===== src/rtl/bit_serial_addsub.sv =====
// Bit-serial add/subtract: one full-adder slice, registered carry, LSB first.
// Latency: done pulses WIDTH cycles after the start edge; one op per WIDTH+2 cycles.
// Backpressure: start is taken only in IDLE; requests while busy are dropped, not queued.
module bit_serial_addsub #(
    parameter int WIDTH = 8
) (
    input  logic             clk,
    input  logic             rst,
    input  logic             start,
    input  logic             mode,
    input  logic [WIDTH-1:0] a,
    input  logic [WIDTH-1:0] b,
    output logic             busy,
    output logic             done,
    output logic [WIDTH-1:0] sum,
    output logic             c_out,
    output logic             overflow
);

    localparam int CW = (WIDTH > 1) ? $clog2(WIDTH) : 1;
    localparam logic [CW-1:0] LAST = CW'(WIDTH - 1);

    typedef enum logic [1:0] {
        IDLE  = 2'd0,
        SHIFT = 2'd1,
        DONE  = 2'd2
    } state_t;

    state_t           state;
    state_t           state_nxt;
    logic [WIDTH-1:0] a_sr;
    logic [WIDTH-1:0] b_sr;
    logic             carry;
    logic [CW-1:0]    cnt;
    logic             s_bit;
    logic             c_bit;
    logic             accept;
    logic             last;

    always_ff @(posedge clk or negedge rst) begin
        if (!rst) begin
            state <= IDLE;
        end else begin
            state <= state_nxt;
        end
    end

    always_comb begin
        state_nxt = state;
        s_bit     = a_sr[0] ^ b_sr[0] ^ carry;
        c_bit     = (a_sr[0] & b_sr[0]) | (a_sr[0] & carry) | (b_sr[0] & carry);
        accept    = (state == IDLE) && start;
        last      = (state == SHIFT) && (cnt == LAST);
        unique case (state)
            IDLE:    if (start) state_nxt = SHIFT;
            SHIFT:   if (cnt == LAST) state_nxt = DONE;
            DONE:    state_nxt = IDLE;
            default: state_nxt = IDLE;
        endcase
    end

    assign busy = (state != IDLE);
    assign done = (state == DONE);

    // Subtraction is A + ~B + 1: B is inverted at load and the carry seeded with mode.
    always_ff @(posedge clk or negedge rst) begin
        if (!rst) begin
            a_sr     <= '0;
            b_sr     <= '0;
            carry    <= 1'b0;
            cnt      <= '0;
            sum      <= '0;
            c_out    <= 1'b0;
            overflow <= 1'b0;
        end else if (accept) begin
            a_sr     <= a;
            b_sr     <= mode ? ~b : b;
            carry    <= mode;
            cnt      <= '0;
            sum      <= '0;
            c_out    <= 1'b0;
            overflow <= 1'b0;
        end else if (state == SHIFT) begin
            a_sr  <= {1'b0, a_sr[WIDTH-1:1]};
            b_sr  <= {1'b0, b_sr[WIDTH-1:1]};
            carry <= c_bit;
            sum   <= {s_bit, sum[WIDTH-1:1]};
            cnt   <= cnt + CW'(1);
            if (last) begin
                // carry still holds the carry into the MSB on this edge
                overflow <= carry ^ c_bit;
                c_out    <= c_bit;
            end
        end
    end

endmodule

===== config.mk =====
export PLATFORM = sky130hd
export DESIGN_NAME = bit_serial_addsub
export DESIGN_NICKNAME = d
export VERILOG_FILES = /design/src/rtl/bit_serial_addsub.sv
export SDC_FILE = /design/constraint.sdc
export NUM_CORES = 1
export LEC_CHECK = 0
export BUFFER_PORTS_ARGS = -buffer_cell sky130_fd_sc_hd__buf_2
export CORE_MARGIN = 3
export CORE_UTILIZATION = 53
export CTS_CLUSTER_DIAMETER = 100
export DETAILED_ROUTE_END_ITERATION = 10
export MAX_ROUTING_LAYER = met4
export PLACE_DENSITY = 0.78
export SLEW_MARGIN = 10
export SYNTH_ARGS = -nofsm -noshare
export SYNTH_HDL_FRONTEND = slang
export SYNTH_SLANG_ARGS = --single-unit

===== constraint.sdc =====
create_clock -name clk -period 2.15 [get_ports clk]
set_clock_uncertainty 0.2 [all_clocks]
set_input_delay 0.3225 -clock clk [delete_from_list [all_inputs] [get_ports clk]]
set_output_delay 0.3225 -clock clk [all_outputs]
set_load 0.05 [all_outputs]

==> impl_metrics.xml, run 1 <==
<?xml version="1.0" encoding="UTF-8"?>
<metrics>
  <group name="status">
    <metric name="outcome" unit="">finished clean</metric>
  </group>
  <group name="detailed_routing">
    <metric name="total_number_of_vias" unit="">1191</metric>
    <metric name="top_layer_in_use" unit="">met4</metric>
    <metric name="wl_met3" unit="µm">188</metric>
    <metric name="remaining_drc_errors" unit="">0</metric>
    <metric name="finalWirelength" unit="mm">3.03</metric>
    <metric name="detailroute.wirelength.met2" unit="mm">1.48</metric>
    <metric name="wl_per_cell" unit="µm">14.1</metric>
    <metric name="drt-initial-drc-count" unit="">29</metric>
    <metric name="route.layer.met1.wl" unit="mm">1.30</metric>
    <metric name="avgViaCountPerCell" unit="">5.57</metric>
    <metric name="antenna_left" unit="">0</metric>
    <metric name="detailedRoute.firstPassIterationCount" unit="">5</metric>
  </group>
  <group name="sta">
    <metric name="rsz0062_at_grt" unit="">false</metric>
    <metric name="hold_violation_count_in_the_final_report" unit="">0</metric>
    <metric name="timing.final.ws_setup" unit="ns">0.342</metric>
    <metric name="max_freq" unit="MHz">553</metric>
    <metric name="timing.slew.headroom" unit="">0.526</metric>
    <metric name="final_setup_violation_count" unit="">0</metric>
    <metric name="final_period_demand_of_the_worst_path" unit="ns">1.81</metric>
    <metric name="final_min_period_over_clock_period" unit="">0.841</metric>
    <metric name="max_slew.worst_pin.slew" unit="ns">0.710</metric>
    <metric name="setup_tns" unit="ns">0</metric>
    <metric name="final-max-slew-violation-count" unit="">0</metric>
  </group>
  <group name="clock_tree">
    <metric name="ctsHtreeMaxLevel" unit="">2</metric>
    <metric name="cts_tree" unit="">built</metric>
    <metric name="cts.sink_count" unit="">32</metric>
    <metric name="post_cts_resize_count" unit="">0</metric>
    <metric name="cts.root.buffer_cell" unit="">sky130_fd_sc_hd__clkbuf_4</metric>
    <metric name="clk_transition_reported_paths" unit="ns">0.09</metric>
    <metric name="clk-insertion-delay-late" unit="ns">0.33</metric>
    <metric name="cts_max_path_buffers" unit="">2</metric>
    <metric name="numCtsBuffers" unit="">5</metric>
  </group>
  <group name="finish">
    <metric name="post_layout_instance_count_excluding_filler_cells" unit="">214</metric>
    <metric name="syn2layout_area_growth" unit="%">17.7</metric>
    <metric name="final_layout_size_suffix_gt1_frac" unit="">0.272</metric>
    <metric name="fill_cells" unit="">193</metric>
    <metric name="layout_commonest_cell" unit="">sky130_fd_sc_hd__nand2_1</metric>
    <metric name="final_net_count" unit="">206</metric>
    <metric name="final_cell_mix" unit="">sky130_fd_sc_hd__nand2_1, sky130_fd_sc_hd__dfrtp_1, sky130_fd_sc_hd__buf_2, sky130_fd_sc_hd__nand3_1, sky130_fd_sc_hd__nor2_1</metric>
    <metric name="antenna_cells" unit="">0</metric>
    <metric name="final_core_util" unit="">0.678</metric>
  </group>
  <group name="power">
    <metric name="power_density" unit="mW/mm²">1540</metric>
    <metric name="power.ir.vdd_worst" unit="mV">1.11</metric>
    <metric name="power.combinational.fraction" unit="">0.476</metric>
    <metric name="p_int" unit="W">0.00146</metric>
    <metric name="pwr-share-seq" unit="">0.390</metric>
    <metric name="power_leakage" unit="nW">0.885</metric>
    <metric name="clkPwrFrac" unit="">0.134</metric>
    <metric name="power_switching" unit="W">0.00121</metric>
    <metric name="switching_share" unit="">0.452</metric>
    <metric name="total_power" unit="W">0.00267</metric>
  </group>
  <group name="setup_path">
    <metric name="worstPathBufferInverterCount" unit="">1</metric>
    <metric name="timing.critical_path.fanout_max" unit="">7</metric>
    <metric name="critPathSlowestCell" unit="">sky130_fd_sc_hd__dfrtp_1</metric>
    <metric name="crit_path_start_kind" unit="">register</metric>
    <metric name="timing.setup.critical_path_class" unit="">reg -&gt; out</metric>
    <metric name="cp_cell_sequence" unit="">or2_2 &gt; buf_2</metric>
    <metric name="cp-end-kind" unit="">output pin</metric>
    <metric name="worst-endpoint-required" unit="ns">1.63</metric>
    <metric name="arrival_worst_endpoint" unit="ns">1.29</metric>
    <metric name="timing.critical_path.max_delay_family" unit="">flip-flops</metric>
    <metric name="slowest_delay" unit="ns">0.44</metric>
  </group>
  <group name="die">
    <metric name="floorplan.io_pins" unit="">32</metric>
    <metric name="num_rows" unit="">18</metric>
    <metric name="dieWidth" unit="µm">58.6</metric>
    <metric name="die-area" unit="mm²">0.00343</metric>
    <metric name="core_region_area" unit="mm²">0.00254</metric>
    <metric name="dieHeight" unit="µm">58.6</metric>
    <metric name="floorplan.initialDensity" unit="">0.576</metric>
  </group>
  <group name="placement">
    <metric name="place.detailed.instances" unit="">203</metric>
    <metric name="dp_slack" unit="ns">0.554</metric>
    <metric name="io_buffer_count" unit="">31</metric>
    <metric name="dpl.hpwl" unit="mm">2.11</metric>
    <metric name="globalplace.congestion" unit="">0.741</metric>
  </group>
  <group name="grt">
    <metric name="grt_overflow_total" unit="">0</metric>
    <metric name="grt_max_degree" unit="">33</metric>
    <metric name="first_global_vias" unit="">1165</metric>
    <metric name="tot_gr_track_use" unit="">0.213</metric>
    <metric name="first_pass_grt_wire_length" unit="mm">5.21</metric>
    <metric name="antenna_violations_before_repair" unit="">0</metric>
  </group>
  <group name="hold_path">
    <metric name="min-delay-path-class" unit="">in -&gt; reg</metric>
  </group>
  <group name="logic_synthesis">
    <metric name="post-synth-top-area-cell" unit="">sky130_fd_sc_hd__dfrtp_1</metric>
    <metric name="yosys_register_bits" unit="">32</metric>
    <metric name="synth.area.top_cells" unit="">sky130_fd_sc_hd__dfrtp_1, sky130_fd_sc_hd__nand2_1, sky130_fd_sc_hd__xnor2_1</metric>
    <metric name="synth.yosys.warnings" unit="">0</metric>
    <metric name="syn_area_per_cell" unit="µm²">9.98</metric>
    <metric name="synth-seq-area-share" unit="">0.546</metric>
    <metric name="netlist-cell-type-count" unit="">26</metric>
    <metric name="syn_nets" unit="">170</metric>
    <metric name="syn_inst" unit="">147</metric>
    <metric name="syn-cell-area" unit="mm²">0.00147</metric>
    <metric name="netlist.area_leader.share" unit="">0.546</metric>
  </group>
  <group name="flow_run">
    <metric name="maxCapViolCount" unit="">0</metric>
  </group>
</metrics>
final timing paths:
check | start | end | slack [ns] | cells past startpoint
worst max register to register | state[1] | a_sr[3] | 0.52 | 3
worst max-delay path | state[0] | busy | 0.34 | 2
worst min register to register | sum[1] | sum[0] | 0.30 | 2
max in group asynchronous | rst | a_sr[4] | 0.95 | 2
worst min-delay path | a[4] | a_sr[4] | 0.02 | 3
min in group asynchronous | rst | b_sr[1] | 0.36 | 2
Yosys cell counts (all sizes together):
cell type and count:
a21oi 1, a221o 7, a22o 2, a22oi 3, a31oi 5, and2 1
buf 10, clkbuf 1, dfrtp 32, fa 1, ha 2, nand2 39
nand2b 1, nand3 12, nor2 12, nor2b 2, nor3b 1, o21ai 3
o21bai 1, or2 1, or3b 1, xnor2 8, xor2 1
sequential cells by signal (all words and copies together) (netlist names):
name	count
a_sr	8
cnt	3
c_out	1
b_sr	8
overflow	1
carry	1
state	2
sum	8
per-stage QoR:
stage / instance area (µm²) / hold WS, ns
finish: 1730 / 0.0246
floorplan: 1470 / -0.173
CTS: 1730 / 0.0112
global placement: 1640 / 0.194
global route: 1730 / 0.0234
detailed placement: 1640 / 0.210
final cells by class:
type	count	area, µm²	area share
Timing Repair Buffer	40	230	0.133
Multi-Input combinational cell	104	599	0.347
Tap cell	30	37.5	0.0217
Sequential cell	32	801	0.464
Clock buffer	8	58.8	0.0341
layer usage:
layer	vias to the layer above	global-route usage
met4	0	0.0841
met3	6	0.0746
met5	-	-
met1	575	0.246
met2	38	0.341
li1	572	-
worst reg2reg max path, cell delays in order (launching register included):
cell	delay [ns]
sky130_fd_sc_hd__dfrtp_1	0.43
sky130_fd_sc_hd__nand2b_1	0.60
sky130_fd_sc_hd__nand2_1	0.14
sky130_fd_sc_hd__a31oi_1	0.19
cells by family after synthesis:
kind of cell,synth area share
flip-flops,0.546
buffers and inverters,0.0452
AND/OR/NAND/NOR,0.204
AO/OA/AOI/OAI,0.120
adder cells (fa/ha/maj),0.0307
XOR/XNOR,0.0538
power groups by stage:
stage                     Combinational, W  Clock (W)  Sequential (W)
final                              0.00127   0.000357         0.00104
after global routing               0.00140   0.000404         0.00108
after CTS                          0.00128   0.000369         0.00104
after detailed placement           0.00127          0         0.00106
after global placement             0.00122          0         0.00104
after floorplan                   0.000714          0         0.00131
timing repair:
item	in CTS	in global routing
hold buffers	3	0
endpoints found under the hold margin	34	0
buffers inserted	0	0
Note: power is estimated with default switching activity, not from simulation.
==> run 2: changes to the inputs <==
Clock period 2.15 ns to 1.9 ns, I/O delays scaled along.
==> impl_metrics.xml, run 2 (synthesis results as in run 1) <==
<?xml version="1.0" encoding="UTF-8"?>
<metrics>
  <group name="hold_path">
    <metric name="min-delay-path-class" unit="">in -&gt; reg</metric>
    <metric name="timing.hold.worst_path_depth" unit="">3</metric>
  </group>
  <group name="detailed_routing">
    <metric name="finalWirelength" unit="mm">3.13</metric>
    <metric name="wl_per_cell" unit="µm">14.6</metric>
    <metric name="remaining_drc_errors" unit="">0</metric>
    <metric name="total_number_of_vias" unit="">1175</metric>
    <metric name="avgViaCountPerCell" unit="">5.47</metric>
    <metric name="detailedRoute.firstPassIterationCount" unit="">4</metric>
    <metric name="antenna_left" unit="">0</metric>
    <metric name="drt-initial-drc-count" unit="">61</metric>
  </group>
  <group name="grt">
    <metric name="grt_overflow_total" unit="">0</metric>
    <metric name="first_pass_grt_wire_length" unit="mm">5.35</metric>
    <metric name="first_global_vias" unit="">1157</metric>
    <metric name="antenna_violations_before_repair" unit="">0</metric>
    <metric name="tot_gr_track_use" unit="">0.217</metric>
    <metric name="grt_max_degree" unit="">33</metric>
  </group>
  <group name="finish">
    <metric name="antenna_cells" unit="">0</metric>
    <metric name="final_layout_size_suffix_gt1_frac" unit="">0.276</metric>
    <metric name="layout_top_registers" unit="">a_sr (8), b_sr (8), sum (8)</metric>
    <metric name="layout.cell_area.non_filler" unit="mm²">0.00175</metric>
    <metric name="layout_commonest_cell" unit="">sky130_fd_sc_hd__nand2_1</metric>
    <metric name="syn2layout_area_growth" unit="%">19.6</metric>
    <metric name="final_cell_mix" unit="">sky130_fd_sc_hd__nand2_1, sky130_fd_sc_hd__dfrtp_1, sky130_fd_sc_hd__buf_2, sky130_fd_sc_hd__nand3_1, sky130_fd_sc_hd__nor2_1</metric>
    <metric name="area_occupied_by_multi_input_gates" unit="µm²">599</metric>
    <metric name="final_net_count" unit="">207</metric>
    <metric name="fill_cells" unit="">195</metric>
    <metric name="register_area" unit="µm²">801</metric>
  </group>
  <group name="sta">
    <metric name="rsz0062_at_grt" unit="">false</metric>
    <metric name="final_setup_violation_count" unit="">0</metric>
    <metric name="final-max-slew-violation-count" unit="">0</metric>
    <metric name="max_freq" unit="MHz">560</metric>
    <metric name="setup_tns" unit="ns">0</metric>
    <metric name="max_slew.worst_pin.slew" unit="ns">0.823</metric>
    <metric name="final_min_period_over_clock_period" unit="">0.940</metric>
    <metric name="timing.slew.headroom" unit="">0.450</metric>
    <metric name="hold_violation_count_in_the_final_report" unit="">0</metric>
    <metric name="final_period_demand_of_the_worst_path" unit="ns">1.79</metric>
    <metric name="timing.final.ws_setup" unit="ns">0.115</metric>
  </group>
  <group name="setup_path">
    <metric name="slowest_delay" unit="ns">0.45</metric>
    <metric name="arrival_worst_endpoint" unit="ns">1.30</metric>
    <metric name="timing.setup.critical_path_class" unit="">reg -&gt; out</metric>
    <metric name="cp-end-kind" unit="">output pin</metric>
    <metric name="worstPathBufferInverterCount" unit="">1</metric>
    <metric name="cp_cell_sequence" unit="">or2_2 &gt; buf_2</metric>
    <metric name="timing.critical_path.max_delay_family" unit="">flip-flops</metric>
    <metric name="critPathSlowestCell" unit="">sky130_fd_sc_hd__dfrtp_1</metric>
    <metric name="worstSetupPathDepth" unit="">2</metric>
    <metric name="timing.critical_path.fanout_max" unit="">7</metric>
    <metric name="rr_worst_depth" unit="">2</metric>
    <metric name="worst-endpoint-required" unit="ns">1.41</metric>
    <metric name="crit_path_start_kind" unit="">register</metric>
  </group>
  <group name="clock_tree">
    <metric name="cts_max_path_buffers" unit="">2</metric>
    <metric name="cts.root.buffer_cell" unit="">sky130_fd_sc_hd__clkbuf_4</metric>
    <metric name="cts.sink_count" unit="">32</metric>
    <metric name="ctsHtreeMaxLevel" unit="">2</metric>
    <metric name="cts.repair_timing.setup_buffer_count" unit="">0</metric>
    <metric name="clk_transition_reported_paths" unit="ns">0.10</metric>
    <metric name="numCtsBuffers" unit="">5</metric>
    <metric name="clk-insertion-delay-late" unit="ns">0.34</metric>
    <metric name="cts_tree" unit="">built</metric>
  </group>
  <group name="placement">
    <metric name="dpl.hpwl" unit="mm">2.14</metric>
    <metric name="placed_cell_area" unit="mm²">0.00164</metric>
    <metric name="io_buffer_count" unit="">31</metric>
    <metric name="globalplace.congestion" unit="">0.694</metric>
    <metric name="dp_slack" unit="ns">0.272</metric>
  </group>
  <group name="power">
    <metric name="power_leakage" unit="nW">0.899</metric>
    <metric name="power_density" unit="mW/mm²">1800</metric>
    <metric name="power.ir.vdd_worst" unit="mV">1.24</metric>
    <metric name="total_power" unit="W">0.00316</metric>
  </group>
  <group name="die">
    <metric name="num_rows" unit="">18</metric>
    <metric name="core_region_area" unit="mm²">0.00254</metric>
    <metric name="dieWidth" unit="µm">58.6</metric>
    <metric name="floorplan.initialDensity" unit="">0.576</metric>
    <metric name="floorplan.io_pins" unit="">32</metric>
    <metric name="dieHeight" unit="µm">58.6</metric>
    <metric name="die-area" unit="mm²">0.00343</metric>
  </group>
  <group name="flow_run">
    <metric name="maxCapViolCount" unit="">0</metric>
  </group>
  <group name="status">
    <metric name="outcome" unit="">finished clean</metric>
  </group>
</metrics>
## run 2: repair_timing
| item | 4_1_cts | 5_1_grt |
|---|---|---|
| gates resized for setup | 0 | 0 |
| hold endpoints to repair | 35 | 0 |
| hold buffers | 4 | 0 |
## run 2: area by class of cell
class / count / area share
sequential: 32 / 0.456
tap: 30 / 0.0214
multi-input combinational: 104 / 0.342
clock inverter: 2 / 0.0200
timing repair buffer: 41 / 0.137
clock buffer: 6 / 0.0235
## run 2: worst paths after layout
path,from,endpoint,slack (ns)
worst max-delay path,state[0],busy,0.11
worst min-delay path,a[2],a_sr[2],0.009
worst max register to register,state[0],b_sr[3],0.22
worst min register to register,a_sr[4],a_sr[4],0.30
max in group asynchronous,rst,a_sr[4],0.75
min in group asynchronous,rst,overflow,0.31
## run 2: worst min-delay path: cells and delay by family
family / cells / cell delay, ns
AND/OR/NAND/NOR: 1 / 0.09
AO/OA/AOI/OAI: 1 / 0.04
buffers and inverters: 1 / 0.10
## run 2: where the power goes
group          switching [W]  internal (W)
Clock               0.000237      0.000276
Sequential          0.000208      0.000983
Combinational       0.000957      0.000502
Total                0.00140       0.00176
## run 2: metal layers
layer | GRT usage | routed length [µm] | vias up
met5 | - | 0 | -
met4 | 0.0874 | 52 | 0
met3 | 0.0592 | 162 | 6
met2 | 0.351 | 1620 | 27
met1 | 0.256 | 1300 | 572
li1 | - | - | 570
## run 2: per-stage QoR
| step | utilization | instances | hold slack, ns |
|---|---|---|---|
| 3_5_place_dp | 0.644 | 203 | 0.172 |
| 5_1_grt | 0.689 | 215 | 0.0143 |
| 4_1_cts | 0.689 | 215 | 0.00239 |
| 6_report | 0.689 | 215 | 0.00869 |
| 3_3_place_gp | 0.644 | 203 | 0.158 |
| 2_1_floorplan | - | 147 | -0.211 |
